### config.mk
export PLATFORM = sky130hd
export DESIGN_NAME = framebuffer_scanout
export DESIGN_NICKNAME = d
export VERILOG_FILES = /design/src/rtl/gpu_video_pkg.sv /design/src/rtl/video_timing_gen.sv /design/src/rtl/framebuffer_scanout.sv
export SDC_FILE = /design/constraint.sdc
export NUM_CORES = 1
export LEC_CHECK = 0
export CAP_MARGIN = 20
export CORE_AREA = 10 10 82 84
export CTS_CLUSTER_SIZE = 14
export DETAILED_ROUTE_END_ITERATION = 16
export DIE_AREA = 0 0 92 94
export PLACE_DENSITY = 0.78
export SYNTH_ARGS = -nofsm -noshare
export SYNTH_HDL_FRONTEND = slang
export SYNTH_SLANG_ARGS = --single-unit
### constraint.sdc
create_clock -name clk -period 1.7 [get_ports clk]
set_input_delay 0.34 -clock clk [delete_from_list [all_inputs] [get_ports clk]]
set_output_delay 0.34 -clock clk [all_outputs]
set_load 0.005 [all_outputs]
### src/rtl/gpu_video_pkg.sv
// rtl/gpu_video_pkg.sv - shared types, framebuffer geometry and default 640x480 timing for scan-out
package gpu_video_pkg;

   typedef logic [23:0] rgb24_t;

   localparam int FB_ADDR_W     = 20;
   localparam int FB_PITCH_LOG2 = 10;

   localparam int DEF_H_ACTIVE = 640;
   localparam int DEF_H_FP     = 16;
   localparam int DEF_H_SYNC   = 96;
   localparam int DEF_H_BP     = 48;
   localparam int DEF_V_ACTIVE = 480;
   localparam int DEF_V_FP     = 10;
   localparam int DEF_V_SYNC   = 2;
   localparam int DEF_V_BP     = 33;

   // Counters never narrower than 10 bits so the address slice is always legal.
   function automatic int cnt_width(input int total);
      return ($clog2(total) > 10) ? $clog2(total) : 10;
   endfunction

   function automatic logic [FB_ADDR_W-1:0] fb_addr(input logic [9:0] y, input logic [9:0] x);
      return (FB_ADDR_W'(y) << FB_PITCH_LOG2) | FB_ADDR_W'(x);
   endfunction

endpackage

### src/rtl/video_timing_gen.sv
// rtl/video_timing_gen.sv - raster h/v counters with active, sync and frame-origin flags
module video_timing_gen
   import gpu_video_pkg::*;
#(
   parameter int H_ACTIVE = DEF_H_ACTIVE,
   parameter int H_FP     = DEF_H_FP,
   parameter int H_SYNC   = DEF_H_SYNC,
   parameter int H_BP     = DEF_H_BP,
   parameter int V_ACTIVE = DEF_V_ACTIVE,
   parameter int V_FP     = DEF_V_FP,
   parameter int V_SYNC   = DEF_V_SYNC,
   parameter int V_BP     = DEF_V_BP,
   localparam int H_TOTAL = H_ACTIVE + H_FP + H_SYNC + H_BP,
   localparam int V_TOTAL = V_ACTIVE + V_FP + V_SYNC + V_BP,
   localparam int H_CW    = cnt_width(H_TOTAL),
   localparam int V_CW    = cnt_width(V_TOTAL)
) (
   input  logic            clk,
   input  logic            rst,
   input  logic            enable,
   output logic [H_CW-1:0] h,
   output logic [V_CW-1:0] v,
   output logic            active,
   output logic            hsync_on,
   output logic            vsync_on,
   output logic            origin
);

   localparam logic [H_CW-1:0] H_LAST     = H_CW'(H_TOTAL - 1);
   localparam logic [V_CW-1:0] V_LAST     = V_CW'(V_TOTAL - 1);
   localparam logic [H_CW-1:0] HS_START   = H_CW'(H_ACTIVE + H_FP);
   localparam logic [H_CW-1:0] HS_END     = H_CW'(H_ACTIVE + H_FP + H_SYNC);
   localparam logic [V_CW-1:0] VS_START   = V_CW'(V_ACTIVE + V_FP);
   localparam logic [V_CW-1:0] VS_END     = V_CW'(V_ACTIVE + V_FP + V_SYNC);

   // Disabled raster parks at the origin so re-enable always starts a fresh frame.
   always_ff @(posedge clk or posedge rst) begin
      if (rst) begin
         h <= '0;
         v <= '0;
      end else if (!enable) begin
         h <= '0;
         v <= '0;
      end else if (h == H_LAST) begin
         h <= '0;
         v <= (v == V_LAST) ? '0 : v + V_CW'(1);
      end else begin
         h <= h + H_CW'(1);
      end
   end

   assign active   = (h < H_CW'(H_ACTIVE)) && (v < V_CW'(V_ACTIVE));
   assign hsync_on = (h >= HS_START) && (h < HS_END);
   assign vsync_on = (v >= VS_START) && (v < VS_END);
   assign origin   = (h == '0) && (v == '0);

endmodule

### src/rtl/framebuffer_scanout.sv
// rtl/framebuffer_scanout.sv - framebuffer read addressing and 2-stage aligned video output
module framebuffer_scanout
   import gpu_video_pkg::*;
#(
   parameter int   H_ACTIVE    = DEF_H_ACTIVE,
   parameter int   H_FP        = DEF_H_FP,
   parameter int   H_SYNC      = DEF_H_SYNC,
   parameter int   H_BP        = DEF_H_BP,
   parameter int   V_ACTIVE    = DEF_V_ACTIVE,
   parameter int   V_FP        = DEF_V_FP,
   parameter int   V_SYNC      = DEF_V_SYNC,
   parameter int   V_BP        = DEF_V_BP,
   parameter logic SYNC_ACTIVE = 1'b0,
   localparam int  H_TOTAL     = H_ACTIVE + H_FP + H_SYNC + H_BP,
   localparam int  V_TOTAL     = V_ACTIVE + V_FP + V_SYNC + V_BP,
   localparam int  H_CW        = cnt_width(H_TOTAL),
   localparam int  V_CW        = cnt_width(V_TOTAL)
) (
   input  logic                 clk,
   input  logic                 rst,
   input  logic                 enable,
   output logic [FB_ADDR_W-1:0] fb_read,
   input  rgb24_t               fb_data,
   output rgb24_t               vga_rgb,
   output logic                 vga_hsync,
   output logic                 vga_vsync,
   output logic                 vga_de,
   output logic                 frame_start
);

   logic [H_CW-1:0] h;
   logic [V_CW-1:0] v;
   logic            active;
   logic            hsync_on;
   logic            vsync_on;
   logic            origin;

   logic            s1_de;
   logic            s1_hs;
   logic            s1_vs;
   logic            s1_fs;

   video_timing_gen #(
      .H_ACTIVE (H_ACTIVE),
      .H_FP     (H_FP),
      .H_SYNC   (H_SYNC),
      .H_BP     (H_BP),
      .V_ACTIVE (V_ACTIVE),
      .V_FP     (V_FP),
      .V_SYNC   (V_SYNC),
      .V_BP     (V_BP)
   ) u_timing (
      .clk      (clk),
      .rst      (rst),
      .enable   (enable),
      .h        (h),
      .v        (v),
      .active   (active),
      .hsync_on (hsync_on),
      .vsync_on (vsync_on),
      .origin   (origin)
   );

   assign fb_read = (enable && active) ? fb_addr(v[9:0], h[9:0]) : '0;

   // Stage 1 waits out the memory read latency; stage 2 pairs flags with fb_data.
   always_ff @(posedge clk or posedge rst) begin
      if (rst) begin
         s1_de       <= 1'b0;
         s1_hs       <= 1'b0;
         s1_vs       <= 1'b0;
         s1_fs       <= 1'b0;
         vga_rgb     <= '0;
         vga_de      <= 1'b0;
         vga_hsync   <= !SYNC_ACTIVE;
         vga_vsync   <= !SYNC_ACTIVE;
         frame_start <= 1'b0;
      end else if (!enable) begin
         s1_de       <= 1'b0;
         s1_hs       <= 1'b0;
         s1_vs       <= 1'b0;
         s1_fs       <= 1'b0;
         vga_rgb     <= '0;
         vga_de      <= 1'b0;
         vga_hsync   <= !SYNC_ACTIVE;
         vga_vsync   <= !SYNC_ACTIVE;
         frame_start <= 1'b0;
      end else begin
         s1_de       <= active;
         s1_hs       <= hsync_on;
         s1_vs       <= vsync_on;
         s1_fs       <= origin;
         vga_rgb     <= s1_de ? fb_data : '0;
         vga_de      <= s1_de;
         vga_hsync   <= s1_hs ? SYNC_ACTIVE : !SYNC_ACTIVE;
         vga_vsync   <= s1_vs ? SYNC_ACTIVE : !SYNC_ACTIVE;
         frame_start <= s1_fs;
      end
   end

endmodule

== After elaboration in Yosys (flattened, before gate mapping) ==
Cells that the tools add are included.

* $add $sub $neg: 2
* Multiply operators: 0
* Div/mod/pow operators: 0
* Order comparisons: 6
* Eq/ne operators: 3
* Shifts and indexed selects: 0
* Muxes and demuxes: 18
* Bitwise logic cells: 1
* Reduce and logical (&&, ||, !) cells: 7

{| class="wikitable"
|+ Operators by type and width
! operator !! number
|-
| 10-bit two-way mux || 5
|-
| 24-bit two-way mux || 2
|-
| 10-bit by 1-bit adder with 10-bit output (second input constant) || 2
|-
| 10-bit equality test (second input constant) || 2
|-
| 10-bit logical NOT || 2
|-
| 10-bit < comparator (second input constant) || 2
|-
| 10-bit by 9-bit < comparator with 1-bit output (second input constant) || 2
|-
| 20-bit two-way mux || 1
|-
| 20-bit by 10-bit OR with 20-bit output || 1
|-
| 10-bit greater-or-equal comparator (second input constant) || 1
|-
| 10-bit by 9-bit greater-or-equal comparator with 1-bit output (second input constant) || 1
|-
| 1-bit two-way mux || 10
|-
| 1-bit logical AND || 5
|-
| 2-bit by 1-bit != test with 1-bit output (second input constant) || 1
|}

* Flip-flop bits (word level): 52
* Latch bits: 0
* Memory bits (writable): 0
* Memory bits (read-only): 0
* Input port bits: 27
* Word-level logic and storage cells: 48
* Memories kept: 0

== Longest topological paths before layout ==
* Depth after elaboration: 4
* Depth in mapped cells: 7

== Modules after synthesis ==
Synthesis repeated with hierarchy kept, for this count alone.

* Cell total of the unflattened synthesis: 219
* Area total of the unflattened synthesis: 2,347.3 um^2

{| class="wikitable"
|+ By module, submodules not included
! module !! times used !! cells an instance !! area an instance (um^2) !! sequential area each (um^2)
|-
| video_timing_gen || 1 || 125 || 1,176.1 || 500.5
|-
| framebuffer_scanout || 1 || 94 || 1,171.1 || 803.3
|}

== Worst setup path before layout ==
No wires, ideal clock.

* Path kind: reg2out
* Start point: register u_timing.h[7]
* End point: output fb_read[12]
* Data arrival time: 1.301 ns
* Setup slack: 0.059 ns
* Stages on the path, launching flop included: 7
* Path buffers: 2
* Path through: dfrtp_1 -> clkbuf_1 -> o21ai_0 -> nand2_1 -> nor2_1 -> buf_2 -> and2_1

* Word-level cells in the longest chain between the ends: 4

{| class="wikitable"
|+ Ends and longest elaborated chain
! item !! RTL line !! RTL
|-
| start, declared || video_timing_gen.sv:21 || <nowiki>output logic [H_CW-1:0] h,</nowiki>
|-
| start signal, assigned || video_timing_gen.sv:48 || <nowiki>h <= h + H_CW'(1);</nowiki>
|-
| 10-bit < comparator || video_timing_gen.sv:52 || <nowiki>assign active = (h < H_CW'(H_ACTIVE)) && (v < V_CW'(V_ACTIVE));</nowiki>
|-
| 1-bit logical AND || video_timing_gen.sv:52 ||
|-
| 1-bit logical AND || framebuffer_scanout.sv:64 || <nowiki>assign fb_read = (enable && active) ? fb_addr(v[9:0], h[9:0]) : '0;</nowiki>
|-
| 20-bit two-way mux || framebuffer_scanout.sv:64 ||
|-
| end, declared || framebuffer_scanout.sv:22 || <nowiki>output logic [FB_ADDR_W-1:0] fb_read,</nowiki>
|}

No other way between the ends.

== Final worst setup path ==
* Start point: register u_timing.h[8]
* End point: output fb_read[9]

Same word-level chain as after synthesis.

==> flow_summary.yaml <==
outcome:
  status: "finished with violations"
  violations: "negative setup slack"
synthesis:
  ys_ff_latch: 52
  synthTopCellsByArea: "dfrtp_1 55%, and3_1 8.0%, and2_1 5.5%, dfstp_2 2.3%, xor2_1 2.3%"
  synth_edf_count: 0
  async_reset_ff_share_pct: 100
  synth_area_per_cell_um2: 10.7
  synthFlopType: "dfrtp_1"
  syn_inst: 212
  synth_fp_nets: 243
  netlist_area_um2: 2270
  ys_top_cells_by_count: "50 x dfrtp_1, 29 x and3_1, 20 x and2_1"
  yosysSeqAreaShare_pct: 57.5
  ys_types: 33
  yosysMostFrequentCell: "dfrtp_1"
  synth_top_area_share_pct: 55.2
  synth_top_cell_by_area: "dfrtp_1"
  yosysWarningCount: 0
route:
  drtAntennaViolNets: 0
  drt_first_pass_iters: 4
  drt_iter0_drc: 86
  drc_errors: 0
  avgRoutedWirePerCell_um: 17.3
  vias_per_cell: 5.15
  wl_um: 6780
  vias: 2020
finish:
  finish.utilization_pct: 72.1
  area_delta_synth_final_pct: 61.4
  fin_area_um2: 3660
  layout.cells.non_filler: 392
  drive_gt1_share_pct: 32.6
  nNetsFinal: 352
  n_antenna_cell: 0
power:
  power_mw: 2.49
  leakage_nw: 1.77
  sequentialPowerShare_pct: 53.8
  p_sw_mw: 0.631
  clkPwrFrac_pct: 27.9
  peakVddDrop_v: 0.000293
  power.internal_mw: 1.85
  p_comb_share_pct: 18.4
  sw_frac_of_total_pct: 25.4
  cellPowerDensity_nw_per_um2: 679
worst_setup_path:
  critical_path_class: "reg -> out"
  cp_common_cell: "buf_6"
  crit_fanout: 4
  path_cells: "o21ai_2 > nand2_2 > nor2_4 > buf_6 > buf_6 > buf_6 > and2_4 > buf_6"
  cpPeakStageDelay_ns: 0.41
  cp.required_ns: 1.36
  end_kind: "output pin"
  cp_slowest_cell: "dfrtp_1"
  crit_arrival_ns: 1.61
  start_kind: "flop"
clock_network:
  cts_buffers: 5
  cts_hold_buf: 0
  clk_pin_slew_worst_paths_ns: 0.09
  clk_latency_ns: 0.30
  clockBufferDepth: 2
  htreeDepth: 2
  clock-sinks: 52
  cts_tree: "done"
  clock-root-buffer: "clkbuf_8"
global_route:
  grt_usage_pct: 14.7
  antenna_found_initial: 0
  grt_pass1_vias: 2026
  grt_overflow: 0
  grt_pass1_wl_um: 10400
  grt_max_degree: 41
placed_design:
  port_buffers: 73
  placed_area_um2: 3260
  hpwl_um: 4550
  dp_cells: 369
  place.gp.congestion: 0.874
sta:
  fin_tns_setup_ns: -2.91
  fin_crit_sh_pct: 115
  setup_viol: 20
  fmax_ghz: 0.513
  layout_min_cycle_time_ns: 1.95
  skew_ns: 0.00428
  grt_setup_unrepaired: "true"
  drv_slew: 0
  tightest_slew_ns: 0.592
  worst_slack_ns: -0.248
  slew_headroom_pct: 60.5
  hold_viol_final: 0
die:
  die_y_um: 94
  dieWidth_um: 92
  core_area_um2: 5070
  row_count: 26
  pin_count: 75
  initial_utilization_pct: 44.7
  die-area_um2: 8650
flow_run:
  timing.max_cap.violations: 0
hold_path:
  hp-class: "in -> async"
## power groups by stage
stage               clock network [mW]  registers (mW)  logic (mW)
floorplan                            0            1.34       0.147
global placement                     0            1.36       0.359
detailed placement                   0            1.36       0.369
CTS                              0.711            1.34       0.418
global route                     0.762            1.34       0.497
finish                           0.693            1.34       0.456
## layer usage
layer  wire, um  vias to the layer above  global-route usage (%)  part of all wire [%]
met4         65                        0                    3.86                  0.96
met3        491                        8                    4.96                   7.2
met1       3020                      974                    18.8                    44
met5          0                        -                       0                     0
li1           -                      954                       -                     -
met2       3210                       84                    23.5                    47
## registers in the layout, summed over array words and instances, names as in the netlist
register / flops
frame_start: 1
u_timing.v: 10
s1_fs: 1
s1_vs: 1
vga_de: 1
u_timing.h: 10
s1_hs: 1
vga_hsync: 1
s1_de: 1
vga_rgb: 24
vga_vsync: 1
## worst paths after layout
| kind | start | to | slack (ns) | cells past startpoint |
|---|---|---|---|---|
| min | rst | vga_rgb[14] | 0.32 | 2 |
| min reg2reg | s1_hs | vga_hsync | 0.37 | 1 |
| max in group asynchronous | rst | vga_hsync | 0.89 | 3 |
| min in group clk | s1_hs | vga_hsync | 0.37 | 1 |
| max reg2reg | u_timing.h[0] | s1_fs | -0.07 | 6 |
| max | u_timing.h[8] | fb_read[9] | -0.25 | 8 |
## cells in the final DEF (no fill, tap or decap), types with 6 or more instances in the layout
| cell type | count |
|---|---|
| clkdlybuf4s50_1 | 51 |
| nand4_1 | 7 |
| nand3_1 | 6 |
| buf_2 | 8 |
| and2_1 | 9 |
| nor2_1 | 11 |
| and2_4 | 11 |
| xor2_1 | 6 |
| buf_6 | 24 |
| buf_4 | 29 |
| inv_1 | 6 |
| and3_1 | 29 |
| nand2_1 | 7 |
| o211ai_1 | 6 |
| dfrtp_1 | 50 |
## critical path, delay by kind of cell (launching register included)
family	cells	cell delay, ns
buf+inv	4	0.39
flops	1	0.41
simple gates	3	0.35
compound gates	1	0.16
## layout make-up
class	instances	area, um2
tap	70	87.6
clock buffer	6	72.6
timing repair buffer	117	1110
sequential	52	1300
inverter	7	26.3
multi-input combinational	138	1040
clock inverter	2	16.3
fill	340	1420
## logic make-up (layout without fill, tap and decap cells)
group                    Yosys count  count (layout)  synth area share [%]
AND/OR/NAND/NOR                  105             106                  26.5
AO/OA/AOI/OAI                     18              18                  5.74
flip-flops                        52              52                  57.5
other                              1               1                 0.165
buffers and inverters             23             132                  4.30
adder cells (fa/ha/maj)            4               4                  2.21
multiplexers                       1               1                 0.442
XOR/XNOR                           8               8                  3.09
## stage by stage
stage	worst slack, ns	hold WS [ns]
floorplan	0.0592	0.352
global placement	-0.542	0.355
detailed placement	-0.534	0.362
CTS	-0.234	0.316
global route	-0.364	0.339
finish	-0.248	0.317
## repair_timing
action | in CTS | in global routing
setup buffers | 11 | 5
cloned | 0 | 1
pin swaps | 15 | 15
endpoints found under the setup margin | 29 | 39
gates resized for setup | 107 | 36
Note: power is estimated with default switching activity, not from simulation.
